### config.mk
export PLATFORM = sky130hd
export DESIGN_NAME = pps_slice_demux
export DESIGN_NICKNAME = d
export VERILOG_FILES = /design/src/rtl/pps_slice_demux.sv
export SDC_FILE = /design/constraint.sdc
export NUM_CORES = 2
export LEC_CHECK = 0
export ABC_CLOCK_PERIOD_IN_PS = 4750
export CELL_PAD_IN_SITES_DETAIL_PLACEMENT = 0
export CELL_PAD_IN_SITES_GLOBAL_PLACEMENT = 1
export CORE_AREA = 4 4 603 605
export DETAILED_ROUTE_END_ITERATION = 16
export DIE_AREA = 0 0 607 609
export MAX_ROUTING_LAYER = met4
export PLACE_DENSITY_LB_ADDON = 0.1
export SYNTH_ARGS = -nofsm -noshare
export SYNTH_HDL_FRONTEND = slang
export SYNTH_SLANG_ARGS = --single-unit
### constraint.sdc
create_clock -name clk -period 4.75 [get_ports clk]
set_input_delay 0.95 -clock clk [delete_from_list [all_inputs] [get_ports clk]]
set_output_delay 0.95 -clock clk [all_outputs]
set_load 0.02 [all_outputs]
### src/rtl/pps_slice_demux.sv
// Splits the post-CDC word stream into a locked Picture Parameter Set and a slice-data stream.
// Slice data is forwarded only while a complete PPS is held.
module pps_slice_demux #(
    parameter int DATA_WIDTH = 256,
    parameter int PPS_BYTES  = 128
) (
    input  logic                   clk,
    input  logic                   rst_n,
    input  logic                   flush,
    input  logic [DATA_WIDTH-1:0]  in_data,
    input  logic                   in_valid,
    input  logic                   in_sof,
    input  logic                   in_eof,
    input  logic                   in_data_is_pps,
    output logic [PPS_BYTES*8-1:0] pps,
    output logic                   pps_valid,
    output logic                   pps_locked,
    output logic                   pps_error,
    output logic [DATA_WIDTH-1:0]  out_data,
    output logic                   out_valid,
    output logic                   out_sof,
    output logic                   out_eof,
    output logic [15:0]            drop_cnt
);

    localparam int PPS_BITS  = PPS_BYTES * 8;
    localparam int PPS_WORDS = PPS_BITS / DATA_WIDTH;
    localparam int IDX_W     = (PPS_WORDS > 1) ? $clog2(PPS_WORDS) : 1;
    localparam logic [IDX_W-1:0] LAST_IDX = IDX_W'(PPS_WORDS - 1);

    typedef enum logic [1:0] {
        ST_IDLE,
        ST_CAPTURE,
        ST_LOCKED
    } state_e;

    state_e                state_q, state_d;
    logic [IDX_W-1:0]      idx_q, idx_d;
    logic [IDX_W-1:0]      wr_idx;
    logic [PPS_BITS-1:0]   staging_q, staging_d;
    logic [PPS_BITS-1:0]   pps_q, pps_d;
    logic                  pps_valid_q, pps_valid_d;
    logic                  pps_locked_q, pps_locked_d;
    logic                  pps_error_q, pps_error_d;
    logic [DATA_WIDTH-1:0] out_data_q, out_data_d;
    logic                  out_valid_q, out_valid_d;
    logic                  out_sof_q, out_sof_d;
    logic                  out_eof_q, out_eof_d;
    logic [15:0]           drop_cnt_q, drop_cnt_d;

    always_comb begin
        state_d      = state_q;
        idx_d        = idx_q;
        staging_d    = staging_q;
        pps_d        = pps_q;
        pps_valid_d  = 1'b0;
        pps_locked_d = pps_locked_q;
        pps_error_d  = pps_error_q;
        out_data_d   = out_data_q;
        out_valid_d  = 1'b0;
        out_sof_d    = 1'b0;
        out_eof_d    = 1'b0;
        drop_cnt_d   = drop_cnt_q;
        // A PPS word outside CAPTURE always restarts the capture at slot 0.
        wr_idx       = (state_q == ST_CAPTURE) ? idx_q : '0;

        if (flush) begin
            state_d      = ST_IDLE;
            idx_d        = '0;
            staging_d    = '0;
            pps_d        = '0;
            pps_locked_d = 1'b0;
            pps_error_d  = 1'b0;
            out_data_d   = '0;
            drop_cnt_d   = '0;
        end else if (in_valid) begin
            if (in_data_is_pps) begin
                for (int k = 0; k < PPS_WORDS; k++) begin
                    if (wr_idx == IDX_W'(k)) begin
                        staging_d[PPS_BITS-1-k*DATA_WIDTH -: DATA_WIDTH] = in_data;
                    end
                end
                if (state_q != ST_CAPTURE) begin
                    pps_locked_d = 1'b0;
                    pps_error_d  = 1'b0;
                end
                if (wr_idx == LAST_IDX) begin
                    pps_d        = staging_d;
                    pps_valid_d  = 1'b1;
                    pps_locked_d = 1'b1;
                    state_d      = ST_LOCKED;
                    idx_d        = '0;
                end else begin
                    state_d      = ST_CAPTURE;
                    idx_d        = wr_idx + 1'b1;
                end
            end else if (state_q == ST_LOCKED) begin
                out_data_d  = in_data;
                out_valid_d = 1'b1;
                out_sof_d   = in_sof;
                out_eof_d   = in_eof;
            end else begin
                if (drop_cnt_q != 16'hFFFF) begin
                    drop_cnt_d = drop_cnt_q + 16'd1;
                end
                // A slice word interrupting a capture means the PPS was truncated.
                if (state_q == ST_CAPTURE) begin
                    pps_error_d = 1'b1;
                    state_d     = ST_IDLE;
                    idx_d       = '0;
                end
            end
        end
    end

    always_ff @(posedge clk or negedge rst_n) begin
        if (!rst_n) begin
            state_q      <= ST_IDLE;
            idx_q        <= '0;
            staging_q    <= '0;
            pps_q        <= '0;
            pps_valid_q  <= 1'b0;
            pps_locked_q <= 1'b0;
            pps_error_q  <= 1'b0;
            out_data_q   <= '0;
            out_valid_q  <= 1'b0;
            out_sof_q    <= 1'b0;
            out_eof_q    <= 1'b0;
            drop_cnt_q   <= '0;
        end else begin
            state_q      <= state_d;
            idx_q        <= idx_d;
            staging_q    <= staging_d;
            pps_q        <= pps_d;
            pps_valid_q  <= pps_valid_d;
            pps_locked_q <= pps_locked_d;
            pps_error_q  <= pps_error_d;
            out_data_q   <= out_data_d;
            out_valid_q  <= out_valid_d;
            out_sof_q    <= out_sof_d;
            out_eof_q    <= out_eof_d;
            drop_cnt_q   <= drop_cnt_d;
        end
    end

    assign pps        = pps_q;
    assign pps_valid  = pps_valid_q;
    assign pps_locked = pps_locked_q;
    assign pps_error  = pps_error_q;
    assign out_data   = out_data_q;
    assign out_valid  = out_valid_q;
    assign out_sof    = out_sof_q;
    assign out_eof    = out_eof_q;
    assign drop_cnt   = drop_cnt_q;

endmodule

Word level (Yosys, flattened, before mapping)
Cells that the tools add are included.
Operators by class
  mux-type cells: 57
  $add $sub $neg: 2
  equal/unequal tests: 11
  reductions and logical operators: 15
Operators by type and width (number)
  $mux 1024: 7
  $mux 256: 8
  $mux 16: 5
  $mux 1: 26
  $mux 2: 11
  $add 16x1->16 const B: 1
  $ne 16x16->1 const B: 1
  $reduce_and 3->1: 4
  $reduce_bool 2->1: 5
  $reduce_and 4->1: 2
  $eq 2x2->1 const B: 3
  $reduce_bool 3->1: 2
  $eq 2x1->1 const B: 2
  $ne 2x2->1 const B: 2
  $ne 3x2->1 const B: 1
  $ne 3x3->1 const B: 1
  $add 2x1->2 const B: 1
  $logic_not 2->1: 1
  $ne 2x1->1 const B: 1
  $reduce_and 2->1: 1
Storage, ports and cells
  word-level logic and storage cells: 97
  flip-flop bits (word level): 2330

Longest topological paths before layout
  depth in word-level cells: 8
  gate-level depth with buffers: 11
  mapped depth without buffers: 7

Least setup slack after synthesis
No wires, ideal clock.
  kind: register -> register
  start: register state_q[1]
  end: register pps_q[663], in the netlist pps[663]
  arrival: 2111 ps
  cell stages (with the launch flop): 10
  data required time: 4608 ps
  path buffers: 4
  setup slack: 2497 ps
  cell sequence: dfrtp_1 > nor2b_1 > and2_1 > ha_1 > and3_1 > buf_2 > buf_2 > buf_2 > buf_1 > a211oi_1
On the way
  cells in the longest elaborated chain, start to end: 8
  elaborated cells between the ends (all ways): 11
  classes of those cells: eq/ne: 3; mux: 6; reduce/logical: 2
RTL lines
  start: declaration: RTL line 37  | state_e state_q, state_d;
  start signal: assignment: RTL line 131  | state_q <= state_d;
  $eq 2x1->1 (*): RTL line 65  | wr_idx = (state_q == ST_CAPTURE) ? idx_q : '0;
  $mux 2 (*): RTL line 65
  $eq 2x1->1: RTL line 79  | if (wr_idx == IDX_W'(k)) begin
  $mux 256: RTL line 79
  $mux 1024: RTL line 87  | if (wr_idx == LAST_IDX) begin
  $mux 1024: RTL line 77  | if (in_data_is_pps) begin
  $mux 1024: RTL line 76  | end else if (in_valid) begin
  $mux 1024: RTL line 67  | if (flush) begin
  end signal: assignment: RTL line 134  | pps_q <= pps_d;
  end: declaration: RTL line 41  | logic [PPS_BITS-1:0] pps_q, pps_d;
Every way passes the cells marked *; elsewhere a longest branch is shown, timed or not. The select of a mux whose other input is x is not followed.
A chain may end at the register's enable or synchronous reset.

Worst setup path in the final report
  start: register state_q[1]
  end: register pps_q[792], in the netlist pps[792]
On the way
  cells in the longest elaborated chain, start to end: 8
  elaborated cells between the ends (all ways): 11
  classes of those cells: eq/ne: 2; mux: 6; reduce/logical: 3
RTL lines (RTL line)
  $eq 2x1->1 (*): 65
  $mux 2 (*): 65
  $logic_not 2->1: 79
  $mux 256: 79
  $mux 1024: 87
  $mux 1024: 77
  $mux 1024: 76
  $mux 1024: 67
Marked as above.

==> impl_metrics.csv <==
group,metric,value,unit
outcome,outcome,"complete, no violations",
layout,layout.nets,10664,
clock_tree,clk_transition_reported_paths,0.06,ns
logic_synthesis,synth-edff-count,0,
floorplanning,die_h,609,µm
logic_synthesis,syn-cell-area,0.0897,mm²
critical_path,crit_fanout,93,
flow_run,drv.max_cap_violation_count,0,
power,power_share_of_the_sequential_group,43.8,%
power,p_int,30.7,mW
critical_path,crit_buf_inv,2,
logic_synthesis,ys_seq_elements,2074,
floorplanning,num_rows,220,
clock_tree,cts_buffers,265,
layout,drive_gt1_share,6.01,%
critical_path,timing.critical_path.from_type,"register",
critical_path,cells_along_the_critical_path,"nor2b_1, and2_1, ha_1, and3_4, buf_4, buf_12, nor2_1, a211oi_1",
critical_path,worst-endpoint-arrival,4.05,ns
sta,finalCriticalPeriod,3.27,ns
hold_path,hold_path_class,"input pin to asynchronous set/reset pin",
global_route,grt_pass1_wl,576000,µm
sta,worst_clock_skew,0.0483,ns
power,combinationalPowerShare,7.1,%
global_route,number_of_global_route_vias_before_repair,72029,
sta,report.final.setup_viol,0,
critical_path,max_stage_delay,0.58,ns
logic_synthesis,synthCells,9120,
placed_design,io_buffers,1564,
clock_tree,cts_h_tree_depth,5,
critical_path,cp-end-kind,"register",
clock_tree,cts-root-to-sink-buffers,4,
logic_synthesis,synth.avg_cell_area,9.83,µm²
detailed_routing,vias_after_detailed_routing,71856,
logic_synthesis,post_synth_main_area_contributors,"dfrtp_1 (58%), nand2_1 (9.7%), mux2i_1 (8.6%), a211oi_1 (6.4%), a21oi_1 (5.8%)",
logic_synthesis,synthArstFlopShare,100,%
critical_path,cp.required,5.53,ns
critical_path,rr_worst_depth,8,
critical_path,timing.critical_path.slowest_stage_cell,"and3_4",
clock_tree,cts_setup_buffers,0,
power,power.leakage,47.4,nW
logic_synthesis,synthDominantAreaCellType,"dfrtp_1",
floorplanning,die-width,607,µm
clock_tree,hold_buffers,0,
logic_synthesis,top_flip_flop_cell_by_instance_count_after_synthesis,"dfrtp_1",
layout,final_core_util,33.2,%
detailed_routing,drt_first_pass_iters,5,
power,peakVddDrop,243,µV
global_route,grt_remaining_overflow,0,
clock_tree,root_buffer,"clkbuf_16",
detailed_routing,route.detailed.vias_per_inst,4.68,
detailed_routing,drt-initial-drc-count,4934,
floorplanning,floorplan.die_area,0.370,mm²
sta,setup_tns,0,ns
clock_tree,clock-sinks,2074,
global_route,grt_max_degree,180,
logic_synthesis,yosys.area.top_type_share,57.9,%
global_route,number_of_antenna_violations_at_the_first_check_in_global_routing,7,
detailed_routing,route.final.wire_length,407000,µm
layout,finish.instance_area,0.119,mm²
placed_design,detailed_place.area,0.110,mm²
detailed_routing,final_antenna_net_count,0,
detailed_routing,drc,0,
logic_synthesis,count_of_yosys_warnings_during_synthesis,0,
detailed_routing,post_detailed_route_wirelength_per_cell,26.5,µm
clock_tree,cts_tree,"built",
logic_synthesis,synth_seq_area_share,57.9,%
critical_path,path_delay_family,"simple AND/OR/NAND/NOR gates",
floorplanning,coreArea,0.358,mm²
critical_path,crit_type,"register to register",
sta,achievable-frequency,306,MHz
sta,worstMarginPinSlew,1.19,ns
layout,flow.area_growth_from_synthesis,32.4,%
sta,relSlewSlack,20.4,%
sta,rsz0062_at_grt,"false",
sta,hold_viol_final,0,
power,share_clk_of_total_power,49.1,%
power,power_density,348,mW/mm²
power,design_power_total,41.4,mW
sta,timing_max_transition_violations_final,0,
critical_path,critical_path_cell_count,8,
clock_tree,cts_resized,0,
floorplanning,io_pins,1565,
logic_synthesis,mappedNetlistNets,9386,
logic_synthesis,synthDistinctLibCells,39,
global_route,grt_usage,21.9,%
power,netSwitchingPower,10.6,mW
clock_tree,clkLatencyLatePin,0.89,ns
sta,timing.final.crit_share,68.9,%
sta,fin_worst_hold_slack,0.0710,ns
placed_design,hpwlAfterDp,278000,µm
floorplanning,initial_core_util,25.0,%
power,sw_frac_of_total,25.7,%
placed_design,place.gp.congestion,0.805,
==> stage by stage <==
step	worst slack (ns)	std cells
floorplan	2.50	9120
global placement	1.17	14904
detailed placement	1.15	14904
CTS	1.28	15361
global route	1.26	15364
finish	1.48	15369
==> placed cells by master, fill, tap and decap left out, types with 4 or more instances in the layout <==
master	n
nand2_1	2313
dfrtp_1	2074
clkdlybuf4s50_1	1562
a21oi_1	1039
nor2_1	777
mux2i_1	768
a211oi_1	768
clkbuf_16	273
nand2b_1	257
o21ai_0	176
buf_4	141
o21ai_1	89
buf_12	85
clkbuf_1	68
clkbuf_8	62
clkinv_2	29
diode_2	8
nand3_1	7
o31ai_1	7
or4_1	7
inv_6	6
bufinv_16	6
nor2b_1	5
inv_1	5
nand4_1	5
inv_16	5
and2_1	4
nand2_4	4
nor3_1	4
clkinv_8	4
==> power by group through the flow <==
stage | sequential (mW) | clock [mW] | combinational [mW]
floorplan | 18.6 | 0 | 0.879
global placement | 18.4 | 0 | 3.03
detailed placement | 18.4 | 0 | 3.04
CTS | 18.1 | 21.0 | 3.05
global route | 18.1 | 21.7 | 3.21
finish | 18.1 | 20.3 | 2.95
==> logic make-up (layout without fill, tap and decap cells) <==
logic type	count (synthesis)	after routing	share of synthesized area, %
AOI/OAI and AO/OA	2084	2084	13.8
adders and majority gates	3	3	0.0419
buffers and inverters	784	2252	4.50
DFF	2074	2074	57.9
muxes	771	771	8.61
other	0	8	0
and+or+nand+nor	3404	3404	15.2
==> sequential cells by signal, summed over array words and instances (netlist names) <==
register    flops
pps_valid       1
state_q         2
pps          1024
pps_locked      1
drop_cnt       16
staging_q     768
out_sof         1
out_valid       1
out_data      256
out_eof         1
pps_error       1
idx_q           2
==> cells in the mapped netlist, types with 3 or more instances <==
cell type,number
a211oi_1,768
a21oi_1,1039
and2_1,6
and3_1,5
buf_1,28
buf_2,252
buf_4,54
buf_6,77
clkbuf_1,368
dfrtp_1,2074
ha_1,3
inv_1,5
mux2_2,3
mux2i_1,768
nand2_1,2317
nand2b_1,257
nand3_1,7
nand4_1,5
nor2_1,777
nor2b_1,5
nor3_1,4
o21ai_0,176
o21ai_1,89
o31ai_1,7
or3_1,3
or4_1,7
==> worst reg2reg max path, cell delays in order, from the launching register on <==
cell and delay, ns:
dfrtp_1 0.48, nor2b_1 0.36, and2_1 0.26, ha_1 0.35
and3_4 0.58, buf_4 0.35, buf_12 0.34, nor2_1 0.20
a211oi_1 0.23
==> final cells by class <==
class                           count  area (µm²)
Inverter                            5        18.8
Fill cell                       36521      239000
Clock inverter                     54         619
Timing Repair Buffer             1790       18500
Clock buffer                      403        7940
Sequential cell                  2074       51900
Antenna cell                        8        20.0
Tap cell                         4773        5970
Multi-Input combinational cell   6262       33800
==> layer usage <==
metal / track usage [%] / wire length (µm) / up-vias / share of wire (%)
li1: - / - / 33473 / -
met1: 26.4 / 167000 / 36088 / 41
met2: 35.4 / 196000 / 1733 / 48
met3: 4.94 / 23800 / 562 / 5.9
met4: 8.88 / 19900 / 0 / 4.9
met5: - / 0 / - / 0
==> final timing paths <==
check                                                from                        end  slack (ns)
worst max-delay path               state_q[1]$_DFFE_PN0P_       pps[792]$_DFFE_PN0P_        1.48
worst min-delay path                                rst_n        pps[30]$_DFFE_PN0P_        0.07
worst max register to register     state_q[1]$_DFFE_PN0P_       pps[792]$_DFFE_PN0P_        1.48
worst min register to register  out_data[161]$_DFFE_PN0P_  out_data[161]$_DFFE_PN0P_        0.48
max in group asynchronous                           rst_n    out_data[0]$_DFFE_PN0P_        3.08
min in group clk                out_data[161]$_DFFE_PN0P_  out_data[161]$_DFFE_PN0P_        0.48
No activity file was read; power rests on OpenSTA's default activity.
